File: src/rtl/mdu_wb_fifo.sv
`default_nettype none
// ============================================================================
// Module   : mdu_wb_fifo (with package mdu_wb_fifo_pkg)
// Purpose  : In-order write-back buffer between the MDU and the CDB arbiter.
//            Holds up to DEPTH completed multiply/divide results and presents
//            the oldest one to the arbiter. in_ready_o feeds the MDU's
//            fifo_ready, so the MDU stalls exactly when this buffer is full.
// Ports    : clk, rst        - clock, synchronous active-high reset
//            flush           - pipeline flush, same effect as rst
//            in_valid_i/in_data_i/in_ready_o    - MDU result handshake
//            out_valid_o/out_data_o/out_ready_i - head entry toward CDB
//            count_o         - occupancy 0..DEPTH
//            afull_o         - count_o >= AFULL_TH
// Options  : MDU_WB_FIFO_BYPASS_EN - zero-latency bypass when empty
// Revision : 1.0 - initial release
// ============================================================================

package mdu_wb_fifo_pkg;
  typedef struct packed {
    logic [31:0] w_data;
    logic [5:0]  rob_id;
    logic [4:0]  w_reg;
    logic        r_valid;
    logic [7:0]  lsu_info;
    logic [3:0]  ctrl;
  } cdb_info_t;
endpackage

module mdu_wb_fifo
  import mdu_wb_fifo_pkg::*;
#(
  parameter int DEPTH    = 4,
  parameter int PTR_LEN  = $clog2(DEPTH),
  parameter int AFULL_TH = DEPTH - 1
) (
  input  logic               clk,
  input  logic               rst,
  input  logic               flush,
  input  logic               in_valid_i,
  input  cdb_info_t          in_data_i,
  output logic               in_ready_o,
  output logic               out_valid_o,
  output cdb_info_t          out_data_o,
  input  logic               out_ready_i,
  output logic [PTR_LEN:0]   count_o,
  output logic               afull_o
);

  localparam logic [PTR_LEN:0]   C_FULL_CNT = (PTR_LEN+1)'(DEPTH);
  localparam logic [PTR_LEN:0]   C_AFULL_TH = (PTR_LEN+1)'(AFULL_TH);
  localparam logic [PTR_LEN-1:0] C_PTR_ONE  = PTR_LEN'(1);

  cdb_info_t          mem_q [DEPTH];
  logic [PTR_LEN-1:0] head_q, head_d;
  logic [PTR_LEN-1:0] tail_q, tail_d;
  logic [PTR_LEN:0]   cnt_q,  cnt_d;

  logic push, pop;
  logic wr_en, rd_en;   // storage-level write/read after bypass consumption
  logic clear;

  assign clear      = rst | flush;
  assign in_ready_o = (cnt_q != C_FULL_CNT);
  assign count_o    = cnt_q;
  assign afull_o    = (cnt_q >= C_AFULL_TH);

`ifdef MDU_WB_FIFO_BYPASS_EN
  logic bypass_take;

  // When empty, the incoming result is shown directly on the output. If the
  // arbiter takes it in the same cycle it never touches the storage.
  assign out_valid_o = (cnt_q != '0) | in_valid_i;
  assign out_data_o  = (cnt_q == '0) ? in_data_i : mem_q[head_q];
  assign push        = in_valid_i & in_ready_o;
  assign pop         = out_valid_o & out_ready_i;
  assign bypass_take = (cnt_q == '0) & in_valid_i & out_ready_i;
  assign wr_en       = push & ~bypass_take;
  assign rd_en       = pop & ~bypass_take;
`else
  // Outputs come only from registered state: no in->out combinational path.
  assign out_valid_o = (cnt_q != '0);
  assign out_data_o  = mem_q[head_q];
  assign push        = in_valid_i & in_ready_o;
  assign pop         = out_valid_o & out_ready_i;
  assign wr_en       = push;
  assign rd_en       = pop;
`endif

  always_comb begin
    head_d = head_q;
    tail_d = tail_q;
    cnt_d  = cnt_q;
    if (clear) begin
      head_d = '0;
      tail_d = '0;
      cnt_d  = '0;
    end else begin
      if (wr_en) tail_d = tail_q + C_PTR_ONE;
      if (rd_en) head_d = head_q + C_PTR_ONE;
      unique case ({wr_en, rd_en})
        2'b10:   cnt_d = cnt_q + 1'b1;
        2'b01:   cnt_d = cnt_q - 1'b1;
        default: cnt_d = cnt_q;
      endcase
    end
  end

  always_ff @(posedge clk) begin
    if (rst) begin
      head_q <= '0;
      tail_q <= '0;
      cnt_q  <= '0;
    end else begin
      head_q <= head_d;
      tail_q <= tail_d;
      cnt_q  <= cnt_d;
    end
  end

  // Storage needs no reset; a push in a clear cycle is dropped.
  always_ff @(posedge clk) begin
    if (wr_en && !clear) begin
      mem_q[tail_q] <= in_data_i;
    end
  end

endmodule

`default_nettype wire

File: config.mk
export PLATFORM = sky130hd
export DESIGN_NAME = mdu_wb_fifo
export DESIGN_NICKNAME = d
export VERILOG_FILES = /design/src/rtl/mdu_wb_fifo.sv
export SDC_FILE = /design/constraint.sdc
export NUM_CORES = 1
export LEC_CHECK = 0
export CAP_MARGIN = 20
export CORE_ASPECT_RATIO = 0.5
export CORE_MARGIN = 3
export CORE_UTILIZATION = 49
export DETAILED_ROUTE_END_ITERATION = 8
export MAX_ROUTING_LAYER = met4
export PLACE_DENSITY_LB_ADDON = 0.3
export SYNTH_ARGS = -nofsm -noshare
export SYNTH_HDL_FRONTEND = slang
export SYNTH_SLANG_ARGS = --single-unit
File: constraint.sdc
create_clock -name clk -period 3.1 [get_ports clk]
set_input_delay 0.93 -clock clk [delete_from_list [all_inputs] [get_ports clk]]
set_output_delay 0.93 -clock clk [all_outputs]
set_load 0.01 [all_outputs]
==> run_results.csv, run 1 <==
group,metric,value,unit
outcome,status,"completed",
setup_path,critical_path_required,2.17,ns
cts,clk_latency,0.48,ns
timing,fin_skew,0.00942,ns
floorplanning,rows,33,
setup_path,critPathCaptureType,"primary output",
timing,fmax,330,MHz
timing,fin_crit_sh,97.8,%
logic_synthesis,synth_cell_type_count,28,
placement,gp_congestion,0.715,
logic_synthesis,synth_top_area_share,78.5,%
drt,wl_per_cell,20.6,µm
floorplanning,die-area,19200,µm²
floorplanning,fp.dieH,99.5,µm
logic_synthesis,ys_warn_count,0,
setup_path,rr_startpoint,"count_o[2]",
logic_synthesis,synthArstFlopShare,0,%
timing,slew_headroom,66.4,%
global_routing,grtUsageTotal,16.4,%
logic_synthesis,post_synth.cell_area_avg,24.8,µm²
power_and_ir_drop,ir_drop,0.322,mV
placement,hpwlAfterDp,8.68,mm
cells_and_area,final_cell_area,11100,µm²
logic_synthesis,syn-instance-count,346,
drt,drt_wl_total,15.3,mm
logic_synthesis,synth_area_leaders,"edfxtp_1 (79%), mux4_2 (15%), dfxtp_1 (2.1%), ha_1 (0.73%), buf_2 (0.35%)",
drt,vias,3894,
setup_path,critPathMaxFanout,10,
placement,placed_area,10200,µm²
cts,root_buffer,"clkbuf_16",
setup_path,endpoint,"out_data_o[17]",
global_routing,grt_pass1_wl,23.2,mm
timing,tightest_slew,0.498,ns
global_routing,overflow,0,
cts,cts_tree,"done",
floorplanning,ios,123,
setup_path,worstPathArrival,2.10,ns
worst_hold_path,hold_start,"tail_q[0]",
logic_synthesis,ys.flop_type,"edfxtp_1",
setup_path,path_cells,"buf_16 > mux4_2 > clkdlybuf4s50_1",
timing,rsz0062_at_grt,"no",
setup_path,critPathLaunchType,"flip-flop",
floorplanning,initial_utilization,51.2,%
global_routing,antenna_found_initial,0,
cts,clockBufferDepth,3,
global_routing,grt_max_degree,57,
drt,drtPass1Iterations,4,
floorplanning,core_area,16700,µm²
cts,htreeDepth,1,
timing,drv_slew,0,
logic_synthesis,ys_seq_area_share,80.6,%
cells_and_area,drive_above_1_share,24.3,%
timing,hold_violations,0,
cts,cts_buffers,20,
power_and_ir_drop,power_density,554,nW/µm²
setup_path,cp.depth,3,
timing,hold_ws,0.521,ns
floorplanning,die_x,193,µm
cts,cts.reportedPaths.clkPinSlew,0.07,ns
global_routing,grt_pass1_vias,4181,
drt,drt_iter0_drc,212,
setup_path,timing.rr.end,"count_o[2]",
logic_synthesis,synthTopCellsByCount,"edfxtp_1 (224), mux4_2 (56), dfxtp_1 (9)",
logic_synthesis,yosysMostFrequentCell,"edfxtp_1",
timing,setup_viol,0,
placement,io_buffers,122,
logic_synthesis,synth_edf_count,224,
logic_synthesis,syn_nets,413,
drt,vias_per_cell,5.25,
power_and_ir_drop,finalPower,6150,µW
drt,ant_nets,0,
logic_synthesis,synth_seq_cells,233,
drt,drc,0,
setup_path,crit_family,"buffers and inverters",
setup_path,reg2regPathDepth,9,
setup_path,slowest_stage,"mux4_2",
cells_and_area,nNetsFinal,569,
logic_synthesis,yosys.area.top_type,"edfxtp_1",
logic_synthesis,syn_area,8560,µm²
cts,cts_sinks,233,
cells_and_area,antenna_cells,0,
setup_path,crit_buf_inv,2,
setup_path,criticalPathCategory,"flip-flop to primary output",
power_and_ir_drop,leakage,0.00398,µW
setup_path,slowest_delay,0.50,ns
timing,min_period,3.03,ns
flow_run,drv_cap,0,
setup_path,rrSetupSlack,0.59,ns
worst_hold_path,hold_class,"flip-flop to flip-flop",
cells_and_area,areaGrowthSynthToFinish,29.6,%
cell usage in the layout (no fill, tap or decap), types with 2 or more instances in the layout:
master / Yosys / final
edfxtp_1: 224 / 224
clkdlybuf4s50_1: 0 / 67
mux4_2: 56 / 56
dlymetal6s2s_1: 0 / 55
clkbuf_16: 0 / 23
buf_4: 4 / 16
nor2_1: 7 / 7
dfxtp_1: 9 / 7
inv_1: 6 / 6
buf_12: 0 / 6
ha_1: 5 / 5
clkinv_2: 0 / 5
and3_2: 2 / 4
clkinv_1: 0 / 4
xor2_1: 3 / 3
or3_2: 2 / 2
a21oi_1: 2 / 2
nand2_1: 2 / 2
clkbuf_1: 3 / 2
buf_16: 0 / 2
flip-flops by register name, summed over array words and instances (netlist names), named ones only:
signal and flops:
count_o 3, tail_q 2, mem_q 224, head_q 2
layout make-up:
class | count | area (µm²)
clock buffers | 23 | 533
clock inverters | 12 | 86.3
fillers | 1086 | 5630
flip-flops and latches | 233 | 6910
well taps | 227 | 284
inverters | 6 | 22.5
multi-input cells | 93 | 1560
repair buffers | 148 | 1700
through the flow:
stage               setup slack (ns)  util [%]  cells  setup TNS [ns]
floorplan                     0.0930         -    346               0
global placement               0.181      60.8    690               0
detailed placement             0.117      60.8    690               0
CTS                          -0.0580      64.5    725           -1.41
global route                 0.00302      66.4    742               0
finish                        0.0674      66.4    742               0
per-layer routing:
layer | up-vias | track usage [%] | share of wire (%)
li1 | 1777 | - | -
met1 | 2017 | 22.4 | 44
met2 | 79 | 26.4 | 50
met3 | 21 | 2.85 | 3.7
met4 | 0 | 3.78 | 1.8
met5 | - | - | 0
worst min-delay path by stage:
| stage | endpoint | depth (start not counted) |
|---|---|---|
| global route | tail_q[0] | 2 |
| CTS | tail_q[0] | 2 |
| floorplan | tail_q[0] | 2 |
| finish | tail_q[0] | 2 |
| global placement | tail_q[0] | 2 |
| detailed placement | tail_q[0] | 2 |
power by group:
group	leakage, µW	internal (µW)	switching (µW)	total (µW)
sequential	0.00210	3480	12.2	3490
clock	0.000305	1320	1030	2350
combinational	0.00158	178	123	301
total	0.00398	4980	1170	6150
what timing repair did:
action | 4_1_cts | 5_1_grt
setup buffers | 0 | 15
hold buffers | 0 | 0
pin swaps | 0 | 0
setup endpoints to repair | 50 | 56
cloned | 0 | 2
gates resized for setup | 0 | 57
worst min-delay path: cells and delay by family, from the launching register on:
kind,cells,cell delay [ns]
flip-flops,1,0.34
multiplexers,1,0.06
AND/OR/NAND/NOR,1,0.07
cell families after synthesis:
group                      count (synthesis)  synth area share, %
muxes                                     57                 14.8
buffers and inverters                     20                 1.23
DFF                                      233                 80.6
AOI/OAI and AO/OA                          7                0.643
and+or+nand+nor                           19                 1.27
xor gates and xnor gates                   4                0.409
adders and majority gates                  6                0.964
(Power assumes the default switching activity.)
==> inputs of run 2 (changes only) <==
--- a/config.mk
+++ b/config.mk
@@ -9,6 +9,7 @@
 export CORE_ASPECT_RATIO = 0.5
 export CORE_MARGIN = 3
 export CORE_UTILIZATION = 49
+export CTS_CLUSTER_DIAMETER = 30
 export DETAILED_ROUTE_END_ITERATION = 8
 export MAX_ROUTING_LAYER = met4
 export PLACE_DENSITY_LB_ADDON = 0.3
==> run 2 against run 1 <==
Total power up 17%. Cell count up 2.8%. Critical path depth up 1. Largest cell class unchanged. Sequential share of layout area down 2.2 points. Combinational power about the same. Setup slack better by 0.12 ns. Global-route usage up 0.35 points. Wire length up 1.7%. Largest power group unchanged. Count of clock-buffer cells in the layout up 9. Worst hold slack worse by 0.013 ns. Clock skew up 0.0048 ns. Sequential cell count unchanged.
==> run_results.csv, run 2 (synthesized netlist as in run 1, its figures left out) <==
group,metric,value,unit
setup_path,timing.rr.end,"count_o[2]",
setup_path,crit_buf_inv,3,
drt,drt_iter0_drc,190,
cells_and_area,mostFrequentLayoutCells,"edfxtp_1 (224), clkdlybuf4s50_1 (66), mux4_2 (56), dlymetal6s2s_1 (56), clkbuf_16 (33)",
global_routing,grt_max_degree,57,
cts,cts_sinks,233,
outcome,status,"completed",
setup_path,slowest_stage,"mux4_2",
setup_path,path_cells,"buf_16 > buf_4 > mux4_2 > dlymetal6s2s_1",
timing,fin_crit_sh,93.8,%
cells_and_area,final_common_cell,"edfxtp_1",
floorplanning,die-area,19200,µm²
drt,drtPass1Iterations,4,
timing,tightest_slew,0.511,ns
cts,cts_buffers,31,
worst_hold_path,hold_start,"tail_q[0]",
setup_path,rrSetupSlack,0.58,ns
cts,cts.hold.buffers_added,0,
timing,setup_viol,0,
drt,vias,4015,
setup_path,critical_path_required,2.17,ns
setup_path,crit_family,"buffers and inverters",
setup_path,reg2regPathDepth,9,
setup_path,criticalPathCategory,"flip-flop to primary output",
setup_path,critPathLaunchType,"flip-flop",
setup_path,critPathMaxFanout,15,
power_and_ir_drop,ir_drop,0.441,mV
drt,ant_nets,0,
drt,drt_wl_total,15.5,mm
setup_path,critPathCaptureType,"primary output",
cells_and_area,top_register,"mem_q",
timing,rsz0062_at_grt,"no",
cts,cts_tree,"done",
power_and_ir_drop,finalPower,7200,µW
placement,gp_congestion,0.715,
global_routing,grt_pass1_vias,4326,
global_routing,overflow,0,
floorplanning,fp.dieH,99.5,µm
setup_path,rr_startpoint,"count_o[2]",
floorplanning,core_area,16700,µm²
floorplanning,initial_utilization,51.2,%
setup_path,slowest_delay,0.48,ns
setup_path,worstPathArrival,1.98,ns
drt,wl_per_cell,20.3,µm
cts,root_buffer,"clkbuf_16",
worst_hold_path,min_path_cells,2,
cts,clockBufferDepth,3,
cts,cts.reportedPaths.clkPinSlew,0.06,ns
global_routing,grtUsageTotal,16.7,%
power_and_ir_drop,leakage,0.00418,µW
timing,hold_violations,0,
cells_and_area,antenna_cells,0,
cells_and_area,drive_above_1_share,28.0,%
global_routing,antenna_found_initial,0,
cells_and_area,largest_register_ffs,224,
flow_run,drv_cap,0,
timing,min_period,2.91,ns
floorplanning,ios,123,
floorplanning,rows,33,
worst_hold_path,worstHoldEndpoint,"tail_q[0]",
timing,drv_slew,0,
timing,slew_headroom,65.5,%
cells_and_area,areaGrowthSynthToFinish,34.4,%
cells_and_area,nNetsFinal,579,
timing,tns,0,ns
placement,io_buffers,122,
drt,vias_per_cell,5.26,
cts,htreeDepth,1,
floorplanning,die_x,193,µm
worst_hold_path,hold_class,"flip-flop to flip-flop",
global_routing,grt_pass1_wl,23.8,mm
drt,drc,0,
cts,clk_latency,0.52,ns
timing,fin_skew,0.0142,ns
timing,fmax,344,MHz
placement,hpwlAfterDp,8.68,mm
power_and_ir_drop,power_density,626,nW/µm²
## run 2: cell types whose count changed in the layout (fill, tap and decap cells not counted), sizes merged
cell           change
clkbuf             +9
clkinvlp           +1
clkdlybuf4s50      -1
dlymetal6s2s       +1
clkinv             +3
inv                +9
buf                -1
## run 2: worst max path at each step
stage / start / end / cells after the start
final: flip-flop / out_data_o[31] / 4
after global routing: flip-flop / out_data_o[31] / 4
after CTS: flip-flop / out_data_o[12] / 3
after detailed placement: in_valid_i / count_o[2] / 9
after global placement: in_valid_i / count_o[2] / 9
after floorplan: flush / mem_q[0][0] / 2
## run 2: timing repair
item / in CTS / in global routing
cloned: 0 / 2
resized for setup: 0 / 58
setup endpoints to repair: 56 / 56
setup buffers: 0 / 14
## run 2: worst register-to-register path, delay by kind of cell, from the launching register on
kind	cells	cell delay, ns
and+or+nand+nor	3	1.02
adders and majority gates	2	0.54
DFF	1	0.46
xor gates and xnor gates	1	0.16
AOI/OAI and AO/OA	1	0.15
buffers and inverters	2	0.12
## run 2: through the flow
step / hold slack [ns] / instances / cell area (µm²) / util, % / worst slack, ns
4_1_cts: 0.507 / 747 / 11200 / 67.0 / -0.0905
3_3_place_gp: 0.496 / 690 / 10200 / 60.8 / 0.181
6_report: 0.507 / 763 / 11500 / 68.8 / 0.192
3_5_place_dp: 0.503 / 690 / 10200 / 60.8 / 0.117
2_1_floorplan: 0.469 / 346 / 8560 / - / 0.0930
5_1_grt: 0.541 / 763 / 11500 / 68.8 / 0.106
## run 2: power by group
group | internal [µW] | switching, µW | total (µW) | leakage, µW
Combinational | 177 | 123 | 301 | 0.00158
Sequential | 3480 | 12.2 | 3500 | 0.00210
Clock | 1990 | 1410 | 3410 | 0.000502
Total | 5660 | 1550 | 7200 | 0.00418
## run 2: layout make-up
type	instances	area (µm²)
Sequential cell	233	6910
Fill cell	1038	5220
Timing Repair Buffer	147	1700
Multi-Input combinational cell	93	1560
Clock buffer	32	779
Tap cell	227	284
Clock inverter	25	255
Inverter	6	22.5
## run 2: routing by layer
metal	GRT usage [%]	vias up	part of all wire, %
met5	-	-	0
met4	3.44	0	1.1
li1	-	1824	-
met2	27.0	86	50
met3	3.20	15	4.1
met1	22.9	2090	44
==> inputs of run 3 (changes only) <==
--- a/config.mk
+++ b/config.mk
@@ -8,7 +8,7 @@
 export CAP_MARGIN = 20
 export CORE_ASPECT_RATIO = 0.5
 export CORE_MARGIN = 3
-export CORE_UTILIZATION = 49
+export CORE_UTILIZATION = 45
 export CTS_CLUSTER_DIAMETER = 30
 export DETAILED_ROUTE_END_ITERATION = 8
 export MAX_ROUTING_LAYER = met4
==> run 3 against run 2 <==
Global-route usage shrank 0.54 points. Cell area down 1.7%. Sequential cell count unchanged. Setup slack got worse by 0.11 ns. Clock skew increased by 0.0051 ns.
==> run_results.csv, run 3 (synthesized netlist as in run 1, its figures left out) <==
group,metric,value,unit
placement,gp_congestion,0.679,
outcome,status,"completed",
global_routing,antenna_found_initial,0,
setup_path,crit_family,"buffers and inverters",
drt,drt_wl_total,16.1,mm
cts,clockBufferDepth,3,
timing,rsz0062_at_grt,"no",
placement,dp_slack,0.154,ns
global_routing,grtUsageTotal,16.2,%
timing,slew_headroom,65.8,%
cells_and_area,final_cell_area,11300,µm²
placement,hpwlAfterDp,9.35,mm
global_routing,grt_max_degree,57,
worst_hold_path,worstHoldEndpoint,"tail_q[0]",
cells_and_area,final_common_cell,"edfxtp_1",
power_and_ir_drop,power_density,644,nW/µm²
drt,drt_iter0_drc,160,
setup_path,rrSetupSlack,0.61,ns
cts,cts_sinks,233,
cts,cts_tree,"done",
worst_hold_path,hold_start,"tail_q[0]",
timing,fmax,331,MHz
floorplanning,fp.dieH,104,µm
setup_path,slowest_stage,"mux4_2",
floorplanning,die-area,20800,µm²
drt,ant_nets,0,
global_routing,grt_pass1_wl,25.5,mm
setup_path,critPathLaunchType,"flip-flop",
worst_hold_path,min_path_cells,2,
placement,io_buffers,122,
timing,min_period,3.02,ns
cts,root_buffer,"clkbuf_16",
setup_path,critPathMaxFanout,8,
setup_path,slowest_delay,0.49,ns
cts,clk_latency,0.53,ns
drt,wl_per_cell,20.7,µm
timing,fin_crit_sh,97.5,%
setup_path,critical_path_required,2.17,ns
setup_path,rr_startpoint,"count_o[2]",
timing,drv_slew,0,
floorplanning,die_x,201,µm
cts,cts.reportedPaths.clkPinSlew,0.06,ns
drt,drtPass1Iterations,4,
power_and_ir_drop,ir_drop,0.520,mV
timing,fin_skew,0.0193,ns
floorplanning,ios,123,
global_routing,grt_pass1_vias,4485,
timing,setup_viol,0,
cells_and_area,drive_above_1_share,26.3,%
setup_path,path_cells,"buf_12 > bufbuf_16 > mux4_2 > dlygate4sd2_1",
timing,tns,0,ns
setup_path,worstPathArrival,2.09,ns
floorplanning,rows,34,
setup_path,criticalPathCategory,"flip-flop to primary output",
setup_path,reg2regPathDepth,9,
floorplanning,initial_utilization,47.6,%
cells_and_area,mostFrequentLayoutCells,"edfxtp_1 (224), clkdlybuf4s50_1 (66), mux4_2 (56)",
cells_and_area,nNetsFinal,572,
cts,htreeDepth,1,
timing,fin_ws,0.0788,ns
flow_run,drv_cap,0,
drt,vias,4026,
cts,cts.hold.buffers_added,0,
timing,tightest_slew,0.506,ns
setup_path,critPathCaptureType,"primary output",
setup_path,crit_buf_inv,3,
cells_and_area,antenna_cells,0,
timing,hold_violations,0,
drt,drc,0,
worst_hold_path,hold_class,"flip-flop to flip-flop",
cts,cts_buffers,31,
power_and_ir_drop,leakage,0.00373,µW
floorplanning,core_area,18000,µm²
global_routing,overflow,0,
setup_path,timing.rr.end,"count_o[2]",
placement,placed_area,10200,µm²
cells_and_area,areaGrowthSynthToFinish,32.0,%
cells_and_area,top_register,"mem_q",
drt,vias_per_cell,5.16,
cells_and_area,largest_register_ffs,224,
-- run 3: worst max-delay path by stage --
stage	to	cells past startpoint
final	out_data_o[8]	4
after global routing	out_data_o[8]	4
after CTS	out_data_o[37]	3
after detailed placement	count_o[2]	9
after global placement	count_o[2]	9
after floorplan	mem_q[0][0]	2
-- run 3: through the flow --
stage,cells,hold slack (ns),power (µW),utilization (%)
2_1_floorplan,346,0.469,3670,-
3_3_place_gp,718,0.492,3860,56.8
3_5_place_dp,718,0.499,3870,56.8
4_1_cts,780,0.508,7360,62.8
5_1_grt,780,0.526,7530,62.8
6_report,780,0.508,7280,62.8
-- run 3: cell type report --
type                       count  area [µm²]
multi-input combinational     93        1560
sequential                   233        6910
clock inverter                19         170
timing repair buffer         140        1450
inverter                       6        22.5
fill                        1241        6690
tap                          252         315
clock buffer                  37         883
-- run 3: power breakdown --
group,total (µW),switching [µW],internal (µW)
registers,3500,11.1,3490
clock network,3490,1290,2200
logic,289,126,163
total,7280,1430,5850
-- run 3: tightest hold or removal path: stages (launching register included) --
cell	delay, ns
dfxtp_1	0.34
nand2_1	0.06
mux2i_1	0.06
-- run 3: what timing repair did --
action	CTS	global route
pin swaps	0	0
gates cloned	1	0
endpoints found under the setup margin	51	5
buffers inserted	5	0
gates resized for setup	57	5
-- run 3: layer usage --
| layer | wire length [µm] | vias up | global-route usage, % |
|---|---|---|---|
| met2 | 7890 | 88 | 25.6 |
| li1 | - | 1803 | - |
| met3 | 733 | 32 | 3.45 |
| met1 | 7190 | 2103 | 21.9 |
| met4 | 312 | 0 | 4.06 |
| met5 | 0 | - | - |
